### config.mk
export PLATFORM = sky130hd
export DESIGN_NAME = uart_tx_mmio
export DESIGN_NICKNAME = d
export VERILOG_FILES = /design/src/rtl/uart_tx_mmio.sv
export SDC_FILE = /design/constraint.sdc
export NUM_CORES = 1
export LEC_CHECK = 0
export CORE_MARGIN = 2
export CORE_UTILIZATION = 42
export DETAILED_ROUTE_END_ITERATION = 16
export PLACE_DENSITY = 0.83
export SLEW_MARGIN = 5
export SYNTH_ARGS = -nofsm -noshare
export SYNTH_HDL_FRONTEND = slang
export SYNTH_SLANG_ARGS = --single-unit
### constraint.sdc
create_clock -name clk -period 2.3 [get_ports clk]
set_input_delay 0.345 -clock clk [delete_from_list [all_inputs] [get_ports clk]]
set_output_delay 0.345 -clock clk [all_outputs]
set_load 0.1 [all_outputs]
### src/rtl/uart_tx_mmio.sv
// uart_tx_mmio: memory-mapped UART transmitter (DATA/STATUS registers, byte FIFO, 8N1 serializer).
// Optional macro UART_TX_PARITY_EN adds an even-parity bit between data and stop.
module uart_tx_mmio #(
  parameter int unsigned CLK_FREQ_HZ = 25000000,
  parameter int unsigned BAUD_RATE   = 115200,
  parameter logic [31:0] BASE_ADDR   = 32'h0040_0000,
  parameter int unsigned FIFO_DEPTH  = 4
) (
  input  logic        clk,
  input  logic        rst,
  input  logic [31:0] mem_addr,
  input  logic [31:0] mem_wdata,
  input  logic [3:0]  mem_wmask,
  input  logic        mem_rstrb,
  output logic [31:0] mem_rdata,
  output logic        txd
);

  // state   | meaning
  // IDLE    | line high; pop FIFO head when available
  // START   | start bit (low)
  // DATA    | eight data bits, LSB first
  // PARITY  | even parity bit (only with UART_TX_PARITY_EN)
  // STOP    | stop bit (high)
  typedef enum logic [2:0] {
    S_IDLE,
    S_START,
    S_DATA,
`ifdef UART_TX_PARITY_EN
    S_PARITY,
`endif
    S_STOP
  } state_t;

  localparam int unsigned CLKS_PER_BIT = CLK_FREQ_HZ / BAUD_RATE;
  localparam int unsigned CNT_W        = (CLKS_PER_BIT > 1) ? $clog2(CLKS_PER_BIT) : 1;
  localparam logic [CNT_W-1:0] BIT_LAST = CNT_W'(CLKS_PER_BIT - 1);
  localparam int unsigned PTR_W        = $clog2(FIFO_DEPTH);
  localparam logic [PTR_W:0] DEPTH_C   = (PTR_W + 1)'(FIFO_DEPTH);
  localparam logic [31:0] STATUS_ADDR  = BASE_ADDR + 32'd4;

  logic sel_data, sel_status, write_req, status_rd;
  logic pop, push_ok, overflow_set;
  logic busy, full, empty;
  logic unused_bits;

  logic [7:0]       fifo_mem_q [FIFO_DEPTH];
  logic [PTR_W-1:0] wr_ptr_q, rd_ptr_q;
  logic [PTR_W:0]   count_q, count_d;
  logic             ovf_q;
  logic [31:0]      mem_rdata_q;

  state_t           state_q;
  logic             txd_q;
  logic [CNT_W-1:0] baud_cnt_q;
  logic [2:0]       bit_cnt_q;
  logic [7:0]       shift_q;
`ifdef UART_TX_PARITY_EN
  logic             parity_q;
`endif

  assign sel_data   = (mem_addr[31:2] == BASE_ADDR[31:2]);
  assign sel_status = (mem_addr[31:2] == STATUS_ADDR[31:2]);
  assign write_req  = sel_data && mem_wmask[0];
  assign status_rd  = sel_status && mem_rstrb;

  assign unused_bits = ^{mem_wdata[31:8], mem_wmask[3:1], mem_addr[1:0]};

  assign busy  = (state_q != S_IDLE);
  assign full  = (count_q == DEPTH_C);
  assign empty = (count_q == '0);

  // A full FIFO still accepts a byte when the serializer pops in the same cycle.
  assign pop          = (state_q == S_IDLE) && !empty;
  assign push_ok      = write_req && (!full || pop);
  assign overflow_set = write_req && !push_ok;

  always_comb begin
    count_d = count_q;
    unique case ({push_ok, pop})
      2'b10:   count_d = count_q + (PTR_W + 1)'(1);
      2'b01:   count_d = count_q - (PTR_W + 1)'(1);
      default: count_d = count_q;
    endcase
  end

  always_ff @(posedge clk) begin
    if (push_ok) fifo_mem_q[wr_ptr_q] <= mem_wdata[7:0];
  end

  always_ff @(posedge clk or posedge rst) begin
    if (rst) begin
      wr_ptr_q    <= '0;
      rd_ptr_q    <= '0;
      count_q     <= '0;
      ovf_q       <= 1'b0;
      mem_rdata_q <= '0;
    end else begin
      if (push_ok) wr_ptr_q <= wr_ptr_q + PTR_W'(1);
      if (pop)     rd_ptr_q <= rd_ptr_q + PTR_W'(1);
      count_q <= count_d;
      // A read returns the pre-clear flag; a coincident new overflow wins over the clear.
      ovf_q <= overflow_set || (ovf_q && !status_rd);
      if (mem_rstrb) mem_rdata_q <= sel_status ? {28'b0, ovf_q, busy, full, empty} : 32'b0;
    end
  end

  always_ff @(posedge clk or posedge rst) begin
    if (rst) begin
      state_q    <= S_IDLE;
      txd_q      <= 1'b1;
      baud_cnt_q <= '0;
      bit_cnt_q  <= '0;
      shift_q    <= '0;
`ifdef UART_TX_PARITY_EN
      parity_q   <= 1'b0;
`endif
    end else begin
      unique case (state_q)
        S_IDLE: begin
          txd_q <= 1'b1;
          if (pop) begin
            shift_q    <= fifo_mem_q[rd_ptr_q];
`ifdef UART_TX_PARITY_EN
            parity_q   <= ^fifo_mem_q[rd_ptr_q];
`endif
            baud_cnt_q <= BIT_LAST;
            bit_cnt_q  <= '0;
            txd_q      <= 1'b0;
            state_q    <= S_START;
          end
        end
        S_START: begin
          if (baud_cnt_q == '0) begin
            baud_cnt_q <= BIT_LAST;
            txd_q      <= shift_q[0];
            state_q    <= S_DATA;
          end else begin
            baud_cnt_q <= baud_cnt_q - CNT_W'(1);
          end
        end
        S_DATA: begin
          if (baud_cnt_q == '0) begin
            baud_cnt_q <= BIT_LAST;
            if (bit_cnt_q == 3'd7) begin
`ifdef UART_TX_PARITY_EN
              txd_q   <= parity_q;
              state_q <= S_PARITY;
`else
              txd_q   <= 1'b1;
              state_q <= S_STOP;
`endif
            end else begin
              shift_q   <= {1'b0, shift_q[7:1]};
              txd_q     <= shift_q[1];
              bit_cnt_q <= bit_cnt_q + 3'd1;
            end
          end else begin
            baud_cnt_q <= baud_cnt_q - CNT_W'(1);
          end
        end
`ifdef UART_TX_PARITY_EN
        S_PARITY: begin
          if (baud_cnt_q == '0) begin
            baud_cnt_q <= BIT_LAST;
            txd_q      <= 1'b1;
            state_q    <= S_STOP;
          end else begin
            baud_cnt_q <= baud_cnt_q - CNT_W'(1);
          end
        end
`endif
        S_STOP: begin
          txd_q <= 1'b1;
          if (baud_cnt_q == '0) begin
            state_q <= S_IDLE;
          end else begin
            baud_cnt_q <= baud_cnt_q - CNT_W'(1);
          end
        end
        default: begin
          txd_q   <= 1'b1;
          state_q <= S_IDLE;
        end
      endcase
    end
  end

  assign mem_rdata = mem_rdata_q;
  assign txd       = txd_q;

endmodule

==> qor.yml, run 1 <==
finish:
  layout.cell_area.non_filler_um2: 4250
  antenna_cells_inserted: 0
  final_net_count: 431
  fraction_of_final_layout_cells_sized_beyond_drive_strength_1_pct: 22.2
  utilization_pct: 54.7
  synthToLayoutAreaGrowth_pct: 25.4
global_routing:
  grt-ovfl-total: 0
  number_of_global_route_vias_before_repair: 2277
  grt_start_max_net_pins: 35
  global_route_total_usage_across_every_layer_pct: 14.8
  grt_first_pass_wirelength_um: 10000
  number_of_antenna_violations_at_the_first_check_in_global_routing: 0
synth:
  synth_flop_cell: "dfrtp_1"
  synth_async_sr_flop_share_pct: 51.5
  synthesis.yosys.warnings: 0
  ys_ff_latch: 66
  synth_top_area_share_pct: 28.3
  yosys.cell_types.count: 51
  count_leader_synth: "dfrtp_1"
  netlist_area_um2: 3390
  synth-edff-count: 32
  synth_cells: 272
  largest_cells_by_area_after_synthesis: "edfxtp_1 28%, dfrtp_1 24%, buf_4 6.4%, mux4_2 5.3%, ha_1 4.8%"
  per_instance_average_area_after_synthesis_um2: 12.5
  synth_top_area_cell: "edfxtp_1"
  share_of_the_yosys_chip_area_belonging_to_registers_pct: 53.5
  synth.top_cells.by_count: "33 x dfrtp_1, 32 x edfxtp_1, 31 x nand2_1"
clocking:
  number_of_sinks_handled_by_clock_tree_synthesis: 66
  cts_hold_repair.buffers: 0
  clk_path_buf_depth: 2
  cts_root_buf: "clkbuf_8"
  clkSlewWorstSetupHoldPaths_ps: 80
  tritoncts.num_buffers: 9
  cts_tree: "yes"
  htreeDepth: 3
  clock_insertion_delay_worst_skew_ps: 350
timing:
  finalSetupViolCount: 0
  final.period_utilization_pct: 93.2
  rsz0062_at_grt: "false"
  fin_skew_ps: 10.2
  fmax_ghz: 0.466
  finalMaxSlewViolations: 0
  setup_tns_ps: 0
  hold_viol_final: 0
  period_needed_ps: 2140
  timing.slew.headroom_pct: 59.5
  pin_slew_with_the_least_headroom_to_its_limit_ps: 603
  hold_slack_ps: 382
detailed_routing:
  drcViolationCount: 0
  dr_total_vias: 2265
  totalWireLength_um: 5980
  route.detailed.vias_per_inst: 5.00
  route.antenna.remaining_nets: 0
  post_drt_wl_per_cell_um: 13.2
  initialDrtViolationCount: 109
  dr.pass1.iters: 4
power:
  design_power_total_uw: 3140
  vdd_ir_drop_max_mv: 0.676
  p_leak_uw: 0.00174
  power_density_nw_per_um2: 739
setup_path:
  cp_common_cell: "inv_1"
  critPathRequiredTime_ps: 2570
  crit_arrival_ps: 2410
  critical_path_class: "in -> reg"
  critical_path.slowest_cell: "clkdlybuf4s50_1"
  critical-path-max-stage-delay_ps: 410
  setup.worst_path.end_class: "register"
  worstPathCellList: "clkdlybuf4s50_1 -> nor4b_2 -> nand4_1 -> nor4_4 -> inv_1 -> ha_2 -> inv_1 -> fa_1 -> mux2i_1"
  critical_path.max_fanout: 2
  startpoint_type: "input port"
die:
  overall_die_area_um2: 8810
  starting_density_of_the_core_pct: 43.7
  die_height_um: 93.9
  core-area_um2: 7770
  die_w_um: 93.9
  row_count: 32
  floorplan.io_pins: 104
outcome:
  outcome: "finished, final reports clean"
hold_path:
  holdCritPathClass: "in -> async"
place:
  gp_congestion: 0.775
  placed_cell_area_um2: 4010
  port_buffers: 46
  dpl.hpwl_um: 4390
job:
  timing.max_cap.violations: 0
flip-flops by register name, summed over array words and instances (netlist names):
register,cells
fifo_mem_q,32
baud_cnt_q,8
shift_q,8
mem_rdata,4
bit_cnt_q,3
count_q,3
rd_ptr_q,2
state_q,2
wr_ptr_q,2
ovf_q,1
txd,1
kinds of logic (layout without fill, tap and decap cells):
group	count (synthesis)	in the layout	synth area share [%]
AND/OR/NAND/NOR	72	72	11.8
flip-flops	66	66	53.5
AO/OA/AOI/OAI	44	44	9.37
XOR/XNOR	6	6	1.55
buffers and inverters	51	103	8.93
multiplexers	18	18	9.37
other	1	28	0.111
adder cells (fa/ha/maj)	14	14	5.39
layer usage:
metal  track usage, %  share of wire, %
met1             16.9                41
met2             26.2                51
met3             2.97               5.6
met4             7.49               1.7
met5                0                 0
worst paths after layout:
path | slack [ps] | to | startpoint | depth (start not counted)
max | 160 | count_q[1] | mem_addr[23] | 9
min | 380 | count_q[2] | rst | 3
max reg2reg | 160 | count_q[1] | state_q[0] | 10
min reg2reg | 510 | mem_rdata[3] | ovf_q | 1
max in group asynchronous | 1580 | txd | rst | 3
min in group clk | 510 | mem_rdata[3] | ovf_q | 1
final cells by class:
type | instances | area (um2)
clock inverter | 7 | 83.8
sequential | 66 | 1810
multi-input combinational | 182 | 1400
inverter | 18 | 67.6
tap | 102 | 128
fill | 628 | 3520
timing repair buffer | 69 | 633
clock buffer | 9 | 124
layout by cell type, fill, tap and decap left out, types with 2 or more instances in the layout:
cell              n
a21oi_1           9
a22o_1            3
a31oi_1           2
and2_1            4
buf_4            27
clkbuf_8          9
clkdlybuf4s50_1  41
clkinv_4          2
conb_1           28
dfrtp_1          33
edfxtp_1         32
ha_1             11
ha_2              2
inv_1            16
inv_6             2
mux2_2            2
mux2_4            7
mux4_2            8
nand2_1          31
nand4_1           2
nor2_1            7
nor3_1            8
nor4_1            5
nor4_4            2
nor4b_2           2
o2111ai_1         2
o21ai_0          12
o22a_1            3
o31ai_1           3
or3_1             2
xnor2_1           3
xor2_1            3
critical path, delay by kind of cell:
family | cells | cell delay (ps)
adders and majority gates | 2 | 590
buffers and inverters | 3 | 540
muxes | 1 | 140
and+or+nand+nor | 3 | 790
per-stage QoR:
step | instances | setup WS [ps]
2_1_floorplan | 299 | 126
3_3_place_gp | 435 | -267
3_5_place_dp | 435 | -310
4_1_cts | 451 | 51.3
5_1_grt | 453 | 29.9
6_report | 453 | 156
power breakdown:
| group | internal, uW | leakage [uW] | switching, uW |
|---|---|---|---|
| clock network | 519 | 0.000102 | 499 |
| logic | 300 | 0.000940 | 371 |
| registers | 1310 | 0.000701 | 137 |
repair_timing:
item                       in CTS  in global routing
setup endpoints to repair       0                  2
setup buffers                   0                  2
gates resized for setup         0                  6
Power figures use the tool's default switching activity.
==> run 2, diff against run 1 <==
--- a/config.mk
+++ b/config.mk
@@ -7,7 +7,9 @@
 export LEC_CHECK = 0
 export CORE_MARGIN = 2
 export CORE_UTILIZATION = 42
+export CTS_CLUSTER_SIZE = 16
 export DETAILED_ROUTE_END_ITERATION = 16
+export MAX_ROUTING_LAYER = met4
 export PLACE_DENSITY = 0.83
 export SLEW_MARGIN = 5
 export SYNTH_ARGS = -nofsm -noshare
==> run 2 against run 1 <==
  * Hold slack about the same
  * Largest cell class unchanged
  * Final area unchanged
  * Sequential power about the same
  * Combinational power about the same
  * Global-route usage up 0.41 points
  * Highest routed layer unchanged
  * Fmax about the same
  * Total power about the same
  * Clock power about the same
  * Die area unchanged
  * Register-to-register slack about the same
==> qor.yml, run 2 (same netlist as run 1, synthesis figures left out) <==
detailed_routing:
  post_drt_wl_per_cell_um: 13.2  # about the same
  initialDrtViolationCount: 114  # was 109
  top_layer: "met4"  # unchanged
  dr_wl_met3_um: 330  # was 335 um
  dr_wl_met2_um: 3060  # unchanged
  drcViolationCount: 0  # unchanged
  dr_total_vias: 2265  # unchanged
  route.detailed.vias_per_inst: 5.00  # unchanged
  route.antenna.remaining_nets: 0  # unchanged
  m1WireLength_um: 2480  # about the same
  dr.pass1.iters: 4  # unchanged
  totalWireLength_um: 5980  # about the same
hold_path:
  holdCritPathClass: "in -> async"  # unchanged
clocking:
  number_of_sinks_handled_by_clock_tree_synthesis: 66  # unchanged
  tritoncts.num_buffers: 9  # unchanged
  clkSlewWorstSetupHoldPaths_ps: 80  # about the same
  cts_hold_repair.buffers: 0  # unchanged
  clk_path_buf_depth: 2  # unchanged
  cts_tree: "yes"  # unchanged
  htreeDepth: 3  # unchanged
  cts_root_buf: "clkbuf_8"  # unchanged
  clock_insertion_delay_worst_skew_ps: 350  # about the same
place:
  place_worst_setup_slack_ps: -310  # unchanged
  dpl.hpwl_um: 4390  # unchanged
  port_buffers: 46  # unchanged
  gp_congestion: 0.785  # was 0.775
  placed_cell_area_um2: 4010  # unchanged
die:
  die_w_um: 93.9  # unchanged
  overall_die_area_um2: 8810  # unchanged
  core-area_um2: 7770  # unchanged
  floorplan.io_pins: 104  # unchanged
  die_height_um: 93.9  # unchanged
  row_count: 32  # unchanged
  starting_density_of_the_core_pct: 43.7  # unchanged
power:
  power.switching_uw: 1010  # about the same
  power.internal_uw: 2130  # unchanged
  clockPowerShare_pct: 32.4  # about the same
  sw_frac_of_total_pct: 32.1  # about the same
  design_power_total_uw: 3140  # about the same
  power_density_nw_per_um2: 739  # about the same
  comb_power_share_pct: 21.4  # about the same
  p_leak_uw: 0.00174  # unchanged
  vdd_ir_drop_max_mv: 0.676  # about the same
  sequentialPowerShare_pct: 46.2  # about the same
global_routing:
  grt_first_pass_wirelength_um: 10000  # unchanged
  number_of_antenna_violations_at_the_first_check_in_global_routing: 0  # unchanged
  grt-ovfl-total: 0  # unchanged
  grt_start_max_net_pins: 35  # unchanged
  number_of_global_route_vias_before_repair: 2277  # unchanged
  global_route_total_usage_across_every_layer_pct: 15.2  # was 14.8%
setup_path:
  setup.worst_path.end_class: "register"  # unchanged
  critical_path.max_fanout: 2  # unchanged
  r2r_cells: 10  # unchanged
  path_delay_family: "simple AND/OR/NAND/NOR gates"  # unchanged
  crit_arrival_ps: 2410  # about the same
  timing.rr.end: "count_q[1]"  # unchanged
  worst-r2r-setup-slack_ps: 160  # about the same
  critical-path-max-stage-delay_ps: 410  # about the same
  buf_inv_stages_crit_path: 3  # unchanged
  critPathRequiredTime_ps: 2570  # about the same
  startpoint_type: "input port"  # unchanged
  critical_path_class: "in -> reg"  # unchanged
  critical_path.slowest_cell: "clkdlybuf4s50_1"  # unchanged
  worstPathCellList: "clkdlybuf4s50_1 -> nor4b_2 -> nand4_1 -> nor4_4 -> inv_1 -> ha_2 -> inv_1 -> fa_1 -> mux2i_1"  # unchanged
  cp_common_cell: "inv_1"  # unchanged
  r2r_start: "state_q[0]"  # unchanged
finish:
  synthToLayoutAreaGrowth_pct: 25.4  # unchanged
  biggestRegsByFlops: "fifo_mem_q: 32 flops, baud_cnt_q: 8 flops, shift_q: 8 flops"  # unchanged
  regMostFlops: "fifo_mem_q"  # unchanged
  num-fill-cells: 628  # unchanged
  final_net_count: 431  # unchanged
  largest_register_ffs: 32  # unchanged
  layout.cell_area.non_filler_um2: 4250  # unchanged
  layout.cells.most_common: "clkdlybuf4s50_1"  # unchanged
  fraction_of_final_layout_cells_sized_beyond_drive_strength_1_pct: 22.2  # unchanged
  mostFrequentLayoutCells: "41 x clkdlybuf4s50_1, 33 x dfrtp_1, 32 x edfxtp_1"  # unchanged
  antenna_cells_inserted: 0  # unchanged
timing:
  finalMaxSlewViolations: 0  # unchanged
  fin_skew_ps: 10.2  # about the same
  period_needed_ps: 2140  # about the same
  finalSetupViolCount: 0  # unchanged
  timing.slew.headroom_pct: 59.5  # about the same
  hold_viol_final: 0  # unchanged
  pin_slew_with_the_least_headroom_to_its_limit_ps: 603  # about the same
  final.period_utilization_pct: 93.2  # about the same
  postLayoutSetupSlackWorst_ps: 156  # about the same
  rsz0062_at_grt: "false"  # unchanged
  fmax_ghz: 0.466  # about the same
job:
  timing.max_cap.violations: 0  # unchanged
outcome:
  outcome: "finished, final reports clean"  # unchanged
run 2: worst max-delay path by stage:
stage / from / end / slack (ps) / cells after the start
6_report: mem_addr[23] / count_q[1] / 160 / 9
5_1_grt: state_q[0] / count_q[2] / 30 / 12
4_1_cts: mem_addr[9] / count_q[2] / 50 / 11
3_5_place_dp: mem_addr[9] / count_q[2] / -310 / 11
3_3_place_gp: mem_addr[9] / count_q[2] / -270 / 11
2_1_floorplan: mem_addr[9] / count_q[2] / 130 / 10
run 2: worst reg2reg max path, cell delays in order, from the launching register on:
cell     delay, ps
dfrtp_1        430
inv_2           80
ha_2           170
inv_1           50
and3_4         180
nor4_4         290
inv_1           70
ha_2           180
inv_1           60
fa_1           410
mux2i_1        140
run 2: stage by stage:
stage / TNS (ps) / hold WS [ps] / cells / utilization [%]
finish: 0 / 382 / 453 / 54.7
global route: 0 / 462 / 453 / 54.7
CTS: 0 / 393 / 451 / 54.3
detailed placement: -4260 / 495 / 435 / 51.6
global placement: -3270 / 476 / 435 / 51.6
floorplan: 0 / 444 / 299 / -
run 2: power by group through the flow:
stage                     clock (uW)  combinational (uW)  sequential, uW
after floorplan                    0                 610            1390
after global placement             0                 644            1470
after detailed placement           0                 669            1480
after CTS                       1040                 670            1450
after global routing            1070                 717            1470
final                           1020                 671            1450
run 2: final cells by class:
class / instances / area, um2 / share of cell area, %
clock buffers: 9 / 124 / 2.91
clock inverters: 7 / 83.8 / 1.97
inverters: 18 / 67.6 / 1.59
multi-input cells: 182 / 1400 / 33.0
flip-flops and latches: 66 / 1810 / 42.7
well taps: 102 / 128 / 3.00
repair buffers: 69 / 633 / 14.9
run 2: timing repair:
action	in CTS	in global routing
gates resized for setup	0	6
setup buffers	0	2
setup endpoints to repair	0	2
run 2: per-layer routing:
layer,track usage (%),up-vias
li1,-,1078
met2,26.2,93
met4,7.49,0
met5,-,-
met1,16.9,1084
met3,2.89,10
